$ cat config.mk
export PLATFORM = sky130hd
export DESIGN_NAME = cpu_load_sequencer_flat
export DESIGN_NICKNAME = d
export VERILOG_FILES = /design/src/rtl/cpu_load_sequencer_pkg.sv /design/src/rtl/cpu_load_sequencer_if.sv /design/src/rtl/cpu_load_sequencer_sat_counter.sv /design/src/rtl/cpu_load_sequencer.sv /design/src/flat_wrapper.sv
export SDC_FILE = /design/constraint.sdc
export NUM_CORES = 1
export LEC_CHECK = 0
export CAP_MARGIN = 20
export CORE_MARGIN = 2
export CORE_UTILIZATION = 40
export CTS_BUF_LIST = sky130_fd_sc_hd__clkbuf_4
export CTS_CLUSTER_DIAMETER = 200
export CTS_CLUSTER_SIZE = 28
export DETAILED_ROUTE_END_ITERATION = 7
export PLACE_DENSITY = 0.83
export SKIP_CTS_REPAIR_TIMING = 1
export SLEW_MARGIN = 30
export SYNTH_ARGS = -nofsm -noshare
export SYNTH_HDL_FRONTEND = slang
export SYNTH_HIERARCHICAL = 1
export SYNTH_SLANG_ARGS = --single-unit
$ cat constraint.sdc
create_clock -name clk -period 3.63 [get_ports clk]
set_input_delay 0.9075 -clock clk [delete_from_list [all_inputs] [get_ports clk]]
set_output_delay 0.9075 -clock clk [all_outputs]
set_load 0.1 [all_outputs]
$ cat src/rtl/cpu_load_sequencer_pkg.sv
// Shared definitions for the boot/run sequencer.
// Contents:
//   state_t            controller states (3-bit encoding)
//   DEFAULT_BASE_ADDR  byte address of the first image word in data memory
//   DEFAULT_DONE_ADDR  byte address whose store marks program completion
//   WORD_SHIFT         word index to byte offset shift
//   addr_width()       ROM address width, at least 1 bit
//   word_to_byte()     base + word index scaled to bytes, wraps modulo 2^32
package cpu_ctrl_pkg;

  typedef enum logic [2:0] {
    IDLE = 3'd0,
    LOAD = 3'd1,
    RUN  = 3'd2,
    DONE = 3'd3,
    TOUT = 3'd4
  } state_t;

  localparam logic [31:0] DEFAULT_BASE_ADDR = 32'h0000_0000;
  localparam logic [31:0] DEFAULT_DONE_ADDR = 32'h0000_00FC;
  localparam int          WORD_SHIFT        = 2;

  // A one-word image still needs a one-bit address port.
  function automatic int addr_width(input int depth);
    return (depth > 1) ? $clog2(depth) : 1;
  endfunction

  function automatic logic [31:0] word_to_byte(input logic [31:0] base,
                                               input logic [31:0] idx);
    return base + (idx << WORD_SHIFT);
  endfunction

endpackage

$ cat src/rtl/cpu_load_sequencer_if.sv
// Bus bundle between the sequencer, the image ROM, the data-memory external
// write port and the core's reset/store signals.
// Modports:
//   master  sequencer side: drives ROM address, memory write port, core reset;
//           receives ROM data and core store bus
//   slave   system side: the opposite directions
interface cpu_load_sequencer_if
  import cpu_ctrl_pkg::*;
#(
  parameter int IMG_DEPTH = 32
);

  localparam int AW = addr_width(IMG_DEPTH);

  logic [AW-1:0] img_addr;
  logic [31:0]   img_data;
  logic          ext_mem_write;
  logic [31:0]   ext_data_adr;
  logic [31:0]   ext_write_data;
  logic          cpu_reset;
  logic          cpu_mem_write;
  logic [31:0]   cpu_data_adr;
  logic [31:0]   cpu_write_data;

  modport master (
    output img_addr, ext_mem_write, ext_data_adr, ext_write_data, cpu_reset,
    input  img_data, cpu_mem_write, cpu_data_adr, cpu_write_data
  );

  modport slave (
    input  img_addr, ext_mem_write, ext_data_adr, ext_write_data, cpu_reset,
    output img_data, cpu_mem_write, cpu_data_adr, cpu_write_data
  );

endinterface

$ cat src/rtl/cpu_load_sequencer_sat_counter.sv
// Saturating up-counter with terminal-count flag.
// Ports:
//   clk, reset_n  clock and asynchronous active-low reset
//   clear         synchronous clear, dominates enable
//   enable        count up by one, stops once TERM is reached
//   count         current value
//   tc            high while count equals TERM
module sat_counter #(
  parameter int               WIDTH = 4,
  parameter logic [WIDTH-1:0] TERM  = '1
) (
  input  logic             clk,
  input  logic             reset_n,
  input  logic             clear,
  input  logic             enable,
  output logic [WIDTH-1:0] count,
  output logic             tc
);

  assign tc = (count == TERM);

  // Holding at TERM keeps tc asserted until the owner clears the counter.
  always_ff @(posedge clk or negedge reset_n) begin
    if (!reset_n) begin
      count <= '0;
    end else if (clear) begin
      count <= '0;
    end else if (enable && !tc) begin
      count <= count + WIDTH'(1);
    end
  end

endmodule

$ cat src/rtl/cpu_load_sequencer.sv
// Boot and run controller for the single-cycle core and its data memory.
// On start it holds the core in reset, streams the image ROM into data memory
// one word per cycle, releases the core, then waits for a store to DONE_ADDR
// (captures its low byte into result) or for the watchdog to expire.
// Ports:
//   clk, reset_n  clock and asynchronous active-low reset
//   start         single-cycle pulse, honoured in IDLE/DONE/TOUT only
//   bus           master side of cpu_load_sequencer_if (ROM, memory port, core)
//   result        low byte of the completion store
//   busy          high in LOAD or RUN
//   done          high in DONE
//   timeout       high in TOUT
module cpu_load_sequencer
  import cpu_ctrl_pkg::*;
#(
  parameter int          IMG_DEPTH   = 32,
  parameter logic [31:0] BASE_ADDR   = DEFAULT_BASE_ADDR,
  parameter logic [31:0] DONE_ADDR   = DEFAULT_DONE_ADDR,
  parameter int          TIMEOUT_CYC = 65535
) (
  input  logic                        clk,
  input  logic                        reset_n,
  input  logic                        start,
  cpu_load_sequencer_if.master        bus,
  output logic [7:0]                  result,
  output logic                        busy,
  output logic                        done,
  output logic                        timeout
);

  localparam int AW = addr_width(IMG_DEPTH);
  localparam int WW = $clog2(IMG_DEPTH + 1);
  localparam int RW = $clog2(TIMEOUT_CYC + 1);

  state_t          state;
  logic [WW-1:0]   word_cnt;
  logic            word_tc;
  logic [RW-1:0]   run_cnt_unused;
  logic            run_tc;
  logic [31:0]     word_idx;
  logic            start_ok;
  logic            completion;
  logic            data_unused;

  assign word_idx    = 32'(word_cnt);
  assign start_ok    = start && (state == IDLE || state == DONE || state == TOUT);
  assign completion  = bus.cpu_mem_write && (bus.cpu_data_adr == DONE_ADDR);
  assign data_unused = ^bus.cpu_write_data[31:8];

  // The ROM output register already aligns each word with its write strobe,
  // so write data is taken straight from the ROM while the strobe is high and
  // forced to zero otherwise.
  assign bus.ext_write_data = bus.ext_mem_write ? bus.img_data : 32'h0;

  // Word counter: value k during the k-th LOAD cycle, terminal at IMG_DEPTH,
  // i.e. the cycle after the last write has been issued.
  sat_counter #(
    .WIDTH (WW),
    .TERM  (WW'(IMG_DEPTH))
  ) u_word_cnt (
    .clk     (clk),
    .reset_n (reset_n),
    .clear   (start_ok),
    .enable  (state == LOAD),
    .count   (word_cnt),
    .tc      (word_tc)
  );

  // Run watchdog: cleared on the LOAD->RUN edge so it reads 0 in the first
  // RUN cycle; terminal one below TIMEOUT_CYC gives exactly TIMEOUT_CYC RUN
  // cycles before the abort.
  sat_counter #(
    .WIDTH (RW),
    .TERM  (RW'(TIMEOUT_CYC - 1))
  ) u_run_cnt (
    .clk     (clk),
    .reset_n (reset_n),
    .clear   ((state == LOAD) && word_tc),
    .enable  (state == RUN),
    .count   (run_cnt_unused),
    .tc      (run_tc)
  );

  // Controller FSM with registered outputs. In LOAD the write for word k is
  // issued on the edge ending cycle k, while the ROM address steps to k+1.
  always_ff @(posedge clk or negedge reset_n) begin
    if (!reset_n) begin
      state             <= IDLE;
      bus.cpu_reset     <= 1'b1;
      bus.ext_mem_write <= 1'b0;
      bus.ext_data_adr  <= 32'h0;
      bus.img_addr      <= '0;
      result            <= 8'h0;
      busy              <= 1'b0;
      done              <= 1'b0;
      timeout           <= 1'b0;
    end else begin
      unique case (state)
        IDLE, DONE, TOUT: begin
          bus.cpu_reset     <= 1'b1;
          bus.ext_mem_write <= 1'b0;
          if (start) begin
            state        <= LOAD;
            bus.img_addr <= '0;
            busy         <= 1'b1;
            done         <= 1'b0;
            timeout      <= 1'b0;
          end
        end
        LOAD: begin
          if (word_tc) begin
            state             <= RUN;
            bus.ext_mem_write <= 1'b0;
            bus.cpu_reset     <= 1'b0;
          end else begin
            bus.ext_mem_write <= 1'b1;
            bus.ext_data_adr  <= word_to_byte(BASE_ADDR, word_idx);
            if (word_idx + 32'd1 < 32'(IMG_DEPTH)) begin
              bus.img_addr <= AW'(word_idx + 32'd1);
            end
          end
        end
        RUN: begin
          if (completion) begin
            state         <= DONE;
            result        <= bus.cpu_write_data[7:0];
            bus.cpu_reset <= 1'b1;
            busy          <= 1'b0;
            done          <= 1'b1;
          end else if (run_tc) begin
            state         <= TOUT;
            bus.cpu_reset <= 1'b1;
            busy          <= 1'b0;
            timeout       <= 1'b1;
          end
        end
        default: begin
          state         <= IDLE;
          bus.cpu_reset <= 1'b1;
          busy          <= 1'b0;
        end
      endcase
    end
  end

endmodule

$ cat src/flat_wrapper.sv
// flat-port wrapper written by rule: the top's interface ports become plain ports
module cpu_load_sequencer_flat import cpu_ctrl_pkg::*;
#(
  parameter int          IMG_DEPTH   = 32,
  parameter logic [31:0] BASE_ADDR   = DEFAULT_BASE_ADDR,
  parameter logic [31:0] DONE_ADDR   = DEFAULT_DONE_ADDR,
  parameter int          TIMEOUT_CYC = 65535
)
  (clk, reset_n, start, result, busy, done, timeout, bus_img_addr, bus_ext_mem_write, bus_ext_data_adr, bus_ext_write_data, bus_cpu_reset, bus_img_data, bus_cpu_mem_write, bus_cpu_data_adr, bus_cpu_write_data);
  cpu_load_sequencer_if #(.IMG_DEPTH(IMG_DEPTH)) bus_i ();
  input  logic clk;
  input  logic reset_n;
  input  logic start;
  output logic [7:0] result;
  output logic busy;
  output logic done;
  output logic timeout;
  output wire logic [$bits(bus_i.img_addr)-1:0] bus_img_addr;
  output wire logic [$bits(bus_i.ext_mem_write)-1:0] bus_ext_mem_write;
  output wire logic [$bits(bus_i.ext_data_adr)-1:0] bus_ext_data_adr;
  output wire logic [$bits(bus_i.ext_write_data)-1:0] bus_ext_write_data;
  output wire logic [$bits(bus_i.cpu_reset)-1:0] bus_cpu_reset;
  input wire logic [$bits(bus_i.img_data)-1:0] bus_img_data;
  input wire logic [$bits(bus_i.cpu_mem_write)-1:0] bus_cpu_mem_write;
  input wire logic [$bits(bus_i.cpu_data_adr)-1:0] bus_cpu_data_adr;
  input wire logic [$bits(bus_i.cpu_write_data)-1:0] bus_cpu_write_data;
  assign bus_img_addr = bus_i.img_addr;
  assign bus_ext_mem_write = bus_i.ext_mem_write;
  assign bus_ext_data_adr = bus_i.ext_data_adr;
  assign bus_ext_write_data = bus_i.ext_write_data;
  assign bus_cpu_reset = bus_i.cpu_reset;
  assign bus_i.img_data = bus_img_data;
  assign bus_i.cpu_mem_write = bus_cpu_mem_write;
  assign bus_i.cpu_data_adr = bus_cpu_data_adr;
  assign bus_i.cpu_write_data = bus_cpu_write_data;
  cpu_load_sequencer #(.IMG_DEPTH(IMG_DEPTH), .BASE_ADDR(BASE_ADDR), .DONE_ADDR(DONE_ADDR), .TIMEOUT_CYC(TIMEOUT_CYC)) u_core (.clk(clk), .reset_n(reset_n), .start(start), .bus(bus_i), .result(result), .busy(busy), .done(done), .timeout(timeout));
endmodule
==> summary.txt, run 1 <==
Yosys
  – Post-Syn Area: 0.00311 mm^2
  – Synthesis Warnings: 6
  – #FFs+latches synth: between 40 and 50
  – Syn avg cell area: 10.1 um^2
  – Number of flops mapped to enable cells by yosys: 0
  – Post-synthesis sequential area ratio: 0.394
  – Dominant synthesized flop cell: dfrtp_1
  – Async SR Flop Fraction: 1.00
  – Unique cell type count in the Yosys netlist: roughly 60
  – Cell count after synthesis: ~300

Timing
  – F_max: 357 MHz
  – RSZ-0062 raised after global routing: no
  – Final hold vios: 0
  – Fin worst setup slack: 825 ps
  – Slew headroom: 0.341
  – Final setup fails: 0
  – Slew at the pin closest to its max-slew limit: approximately 1000 ps
  – Part of the cycle the worst path needs: 0.773
  – Post-route setup TNS: 0 ps
  – Post-Route Skew: 12.4 ps
  – Slew Limit Fails: 0
  – Crit path time final: approximately 2800 ps

Worst setup path
  – Startpoint Class: flop
  – WP data arrival: around 1900 ps
  – CP endpoint kind: output pin
  – CP max-delay cell: clkdlybuf4s50_1
  – Crit path buffers/inverters: 1
  – Worst Path Required: between 2000 and 3000 ps
  – Reg2reg setup slack: around 1100 ps
  – Worst reg2reg path startpoint: u_core/state[1]
  – CP cell instances: clkdlybuf4s50_1
  – FF-to-FF path depth: 7
  – RR Endpoint: u_core/u_run_cnt/count[15]
  – CP top delay family: buffers and inverters
  – Critical Path Max Stage Delay: 1150 ps
  – Crit Path Category: flop to output pin
  – Worst Path Max Fanout: 2

Cells and area
  – Area growth, synth to finish: 41.1%
  – Ant diodes: 0
  – Nets: 542
  – Most frequent cells in the layout: clkdlybuf4s50_1, dfrtp_1, buf_4, and2_1, conb_1
  – Layout cells sized above 1: 0.201
  – Cell Count, Final, Fillers Out: 540
  – Commonest non-fill, non-tap cell in the layout: clkdlybuf4s50_1

Power
  – Power per cell area: 252 mW/mm^2
  – Power Total: 1.11 mW
  – VDD IR max: around 0.18 mV
  – Leak: 1.97 nW

Floorplan
  – Core Box Area: between 0.007 and 0.008 mm^2
  – # rows: 32
  – I/O pin count: 182
  – Die Ht: between 90 and 100 um
  – Initial Util: 0.407
  – Die width: approximately 90 um
  – Die ar.: 0.00851 mm^2

GRT
  – Initial antenna violation count: 0
  – Vias in the first global route: 2758
  – Global route overflow: 0
  – Global-route wire length before repair: about 13000 um
  – Gr usage total: 0.183
  – Largest net degree at the start of global routing: 50

Min path
  – Hold Path Sink: u_core/timeout
  – Hold Crit Class: flop to flop
  – Hold path startpoint: u_core/timeout
  – Hold Crit Depth: 2

Route
  – Final WL: 7710 um
  – Remaining DRCs: 0
  – ANT nets after route: 0
  – DR vias: 2730
  – Initial drt markers: 112
  – Wire per inst: 14.3 um
  – Mean number of vias per cell: just over 5
  – Pre-Repair DR Iteration Count: 4

Clock network
  – Clock slew at reported path FFs: 150 ps
  – Total CTS buffers: 5
  – Clk Latency, worst-skew pair: 370 ps
  – Clock Tree Buf Depth: 2
  – CTS sink count: 49
  – H-tree depth: 2
  – CTS tree: built
  – CTS root buf: clkbuf_4

Placement
  – Pre-CTS setup slack: 500 ps
  – RD Place Congestion: ~0.8
  – Inst Count DP: 532
  – I/O Buffers: 131
  – HPWL after DPL: 5900 um

Job
  – Max-Cap Viols: 0

Outcome
  – Status: completed
-- cells by family after synthesis --
family / count (synthesis) / synth area share
simple gates: 136 / 0.297
flops: 49 / 0.394
compound gates: 45 / 0.0976
buf+inv: 44 / 0.0848
mux: 22 / 0.0888
xor+xnor: 6 / 0.0169
fa+ha+maj: 5 / 0.0201
other cells: 1 / 0.00120
-- worst max path at each step --
stage / startpoint / to / slack [ps] / cells past startpoint
3_5_place_dp: bus_cpu_data_adr[12] / u_core/result[0] / 500 / 6
4_1_cts: u_core/result[0] / result[0] / 810 / 1
5_1_grt: u_core/result[6] / result[6] / 770 / 1
2_1_floorplan: u_core/bus.ext_mem_write / bus_ext_write_data[10] / 720 / 2
3_3_place_gp: bus_cpu_data_adr[15] / u_core/result[1] / 510 / 6
6_report: u_core/result[3] / result[3] / 830 / 1
-- cells in the mapped netlist (2+ instances only) --
library cell  instances  area, um^2
mux2_4                9         135
nor2b_1               6        37.5
nand4b_1              4        35.0
o21ai_1               2        10.0
mux2_2                7        78.8
ha_1                  5        62.6
nand3_1               7        35.0
nand4_1               7        43.8
nor3_2                2        20.0
or4_1                 2        15.0
nor4_4                3        63.8
a21o_1                2        15.0
nand4_4               2        42.5
or4_4                 2        22.5
and3_1                3        18.8
nor3_1                8        40.0
mux2_1                2        22.5
xnor2_1               2        17.5
a21oi_1              11        55.1
xor2_1                4        35.0
nand2_1              14        52.6
nor4_1                4        25.0
o31ai_1               3        22.5
and2_1               34         213
o21a_1                2        15.0
mux2i_1               4        40.0
nor2_1               17        63.8
a31oi_1               3        18.8
and4_1                2        17.5
clkbuf_1              8        30.0
buf_4                26         195
o2bb2ai_1             4        35.0
inv_1                 9        33.8
nand3b_1              3        22.5
nand2b_1              2        12.5
o21ai_0               8        40.0
dfrtp_1              48        1200
a311oi_1              2        17.5
or3_1                 3        18.8
-- through the flow --
stage / hold WS (ps) / cell area (um^2) / util
3_3_place_gp: 467 / 4310 / 0.563
6_report: 503 / 4400 / 0.575
3_5_place_dp: 474 / 4310 / 0.564
2_1_floorplan: 511 / 3210 / -
4_1_cts: 505 / 4390 / 0.574
5_1_grt: 540 / 4400 / 0.575
-- area by class of cell --
type	instances	area, um^2
Clock buffer	6	45.0
Clock inverter	2	33.8
Fill cell	654	3250
Inverter	9	33.8
Multi-Input combinational cell	240	1720
Sequential cell	49	1230
Tap cell	102	128
Timing Repair Buffer	132	1210
-- flip-flops by register name, summed over array words and instances (netlist names) --
name                      count
u_core/bus.ext_mem_write      1
u_core/u_word_cnt/count       6
u_core/bus.ext_data_adr       6
u_core/done                   1
u_core/bus.img_addr           5
u_core/busy                   1
u_core/timeout                1
u_core/state                  3
u_core/bus.cpu_reset          1
u_core/u_run_cnt/count       16
u_core/result                 8
-- power by group --
| group | switching (mW) | internal, mW | leakage, nW | total [mW] |
|---|---|---|---|---|
| Clock | 0.177 | 0.151 | 0.0433 | 0.328 |
| Combinational | 0.150 | 0.0788 | 1.32 | 0.229 |
| Sequential | 0.00364 | 0.548 | 0.600 | 0.552 |
| Total | 0.331 | 0.778 | 1.97 | 1.11 |
-- routing by layer --
layer | part of all wire | global-route usage | vias to the layer above
li1 | - | - | 1320
met1 | 0.41 | 0.220 | 1300
met2 | 0.51 | 0.324 | 98
met3 | 0.067 | 0.0551 | 12
met4 | 0.013 | 0.0398 | 0
met5 | 0 | 0 | -
Note: power is estimated with default switching activity, not from simulation.
==> run 2, diff against run 1 <==
Settings changed: CORE_UTILIZATION 40 to 36, PLACE_DENSITY 0.83 to 0.79.
Clock period 3.63 ns to 2.25 ns, I/O delays scaled along.
==> run 2 against run 1 <==
  * Critical path depth rose by 5
  * First-iteration DRC count shrank 29%
  * Utilization is 3.3 points higher
  * Largest cell class is now non-clock buffers
==> summary.txt, run 2 (synthesis gave the netlist of run 1 again) <==
Power
  – VDD IR max: 0.292 mV (+67%)
  – Clk pwr share: 0.257 (-0.039)
  – Int Pwr: 1.16 mW (+50%)
  – Psw: 544 uW (+64%)
  – Leak: 2.29 nW (+17%)
  – Power share of the combinational group: 0.224 (+0.017)
  – Power Total: 1.71 mW (+54%)
  – Switching Share: 0.318 (+0.0201)
  – Power per cell area: 338 mW/mm^2 (+34%)
  – Seq pwr share: 0.519 (+0.021)

Cells and area
  – Regs by FF count: u_core/u_run_cnt/count (16), u_core/result (8)
  – Nets: 569 (+5.0%)
  – Final Instance Area: 0.00504 mm^2 (+15%)
  – Largest Register: u_core/u_run_cnt/count
  – Commonest non-fill, non-tap cell in the layout: clkdlybuf4s50_1
  – Area growth, synth to finish: 62.0%
  – Layout cells sized above 1: 0.342 (+0.141)
  – Most frequent cells in the layout: clkdlybuf4s50_1, buf_4, dfrtp_1, buf_12, and2_2
  – # fillers: 654 (unchanged)
  – Ant diodes: 0 (unchanged)
  – Max reg flops: 16 (unchanged)

Worst setup path
  – Worst Path Max Fanout: 5 (+3)
  – FF-to-FF path depth: 9 (+2)
  – Crit Path Category: input pin to flop
  – Worst reg2reg path startpoint: u_core/u_word_cnt/count[0]
  – Worst Path Required: 2520 ps (-200 ps)
  – Crit path buffers/inverters: 1 (unchanged)
  – Startpoint Class: input pin
  – Reg2reg setup slack: 180 ps (-880 ps)
  – CP cell instances: clkdlybuf4s50_1 -> or4b_4 -> nor4_4 -> nand3_4 -> nor2_8 -> mux2_4
  – CP top delay family: simple AND/OR/NAND/NOR gates
  – RR Endpoint: u_core/u_run_cnt/count[12]
  – WP data arrival: 2490 ps (+590 ps)
  – Critical Path Max Stage Delay: 560 ps (-590 ps)
  – CP max-delay cell: or4b_4
  – CP endpoint kind: flop

Floorplan
  – Die Ht: 97.0 um (+5.2%)
  – Die ar.: 0.00941 mm^2 (+11%)
  – Die width: 97.0 um (+5.2%)
  – # rows: 33 (+3.1%)
  – I/O pin count: 182 (unchanged)
  – Core Box Area: 0.00830 mm^2 (+8.5%)
  – Initial Util: 0.375 (-0.0320)

Route
  – Mean number of vias per cell: 4.99 (-1.2%)
  – Final WL: 8750 um (+13%)
  – DR vias: 2846 (+4.2%)
  – Wire per inst: 15.4 um (+7.5%)
  – M1 WL: 3420 um (+7.5%)
  – Highest Signal Layer: met4
  – Initial drt markers: 80 (-29%)
  – DR WL met3: 464 um (-9.7%)
  – ANT nets after route: 0 (unchanged)
  – Pre-Repair DR Iteration Count: 4 (unchanged)
  – Routed wl met2: 4730 um (+21%)
  – Remaining DRCs: 0 (unchanged)

Timing
  – Final hold vios: 0 (unchanged)
  – Slew at the pin closest to its max-slew limit: 604 ps (-380 ps)
  – Final setup fails: 0 (unchanged)
  – F_max: 451 MHz
  – Slew headroom: 0.597 (+0.256)
  – Part of the cycle the worst path needs: 0.986
  – Post-route setup TNS: 0 ps (unchanged)
  – Post-Route Skew: 6.08 ps (-6.36 ps)
  – RSZ-0062 raised after global routing: no
  – Slew Limit Fails: 0 (unchanged)
  – Crit path time final: 2220 ps

Job
  – Max-Cap Viols: 0 (unchanged)

Outcome
  – Status: completed

GRT
  – Initial antenna violation count: 0 (unchanged)
  – Largest net degree at the start of global routing: 35 (-30%)
  – Global route overflow: 0 (unchanged)
  – Global-route wire length before repair: 14400 um (+13%)
  – Gr usage total: 0.184 (+0.000942)
  – Vias in the first global route: 2988 (+8.3%)

Clock network
  – CTS sink count: 49 (unchanged)
  – Clock slew at reported path FFs: 140 ps (about the same)
  – CTS tree: built
  – CTS root buf: clkbuf_4
  – Clk Latency, worst-skew pair: 370 ps (about the same)
  – Total CTS buffers: 5 (unchanged)
  – H-tree depth: 2 (unchanged)
  – Clock Tree Buf Depth: 2 (unchanged)

Min path
  – Hold Crit Class: input pin to asynchronous set/reset pin

Placement
  – I/O Buffers: 131 (unchanged)
  – HPWL after DPL: 6830 um (+16%)
  – DP Area: 0.00494 mm^2 (+15%)
  – RD Place Congestion: 0.754 (-4.5%)
run 2: per-layer routing:
metal / GRT usage / vias up
met1: 0.209 / 1370
met2: 0.341 / 94
met5: 0 / -
li1: - / 1369
met4: 0.0433 / 0
met3: 0.0506 / 13
run 2: worst max path at each step:
stage	start	endpoint	cells past startpoint
2_1_floorplan	bus_cpu_data_adr[12]	u_core/result[0]	5
3_3_place_gp	bus_cpu_data_adr[12]	u_core/result[4]	6
3_5_place_dp	bus_cpu_data_adr[12]	u_core/result[6]	6
4_1_cts	bus_cpu_data_adr[12]	u_core/result[6]	6
5_1_grt	bus_cpu_data_adr[13]	u_core/result[6]	6
6_report	bus_cpu_data_adr[13]	u_core/result[6]	6
run 2: cell type report:
cell class                 count  area, um^2  share of cell area
timing repair buffer         158        1820               0.362
multi-input combinational    241        1770               0.351
clock buffer                   7        52.6              0.0104
inverter                       9        33.8             0.00670
clock inverter                 1        5.00            0.000992
tap                          105         131              0.0260
sequential                    49        1230               0.244
run 2: stage by stage:
stage	setup WS, ps	util	std cells	hold slack, ps
after floorplan	22.8	-	333	267
after global placement	-499	0.595	559	464
after detailed placement	-530	0.595	559	483
after CTS	-130	0.602	567	191
after global routing	1.66	0.608	570	179
final	30.5	0.608	570	169
run 2: power by group through the flow:
stage | combinational, mW | clock, mW | sequential, mW
floorplan | 0.250 | 0 | 0.907
global placement | 0.378 | 0 | 0.903
detailed placement | 0.384 | 0 | 0.903
CTS | 0.385 | 0.450 | 0.887
global route | 0.401 | 0.482 | 0.888
finish | 0.382 | 0.439 | 0.887
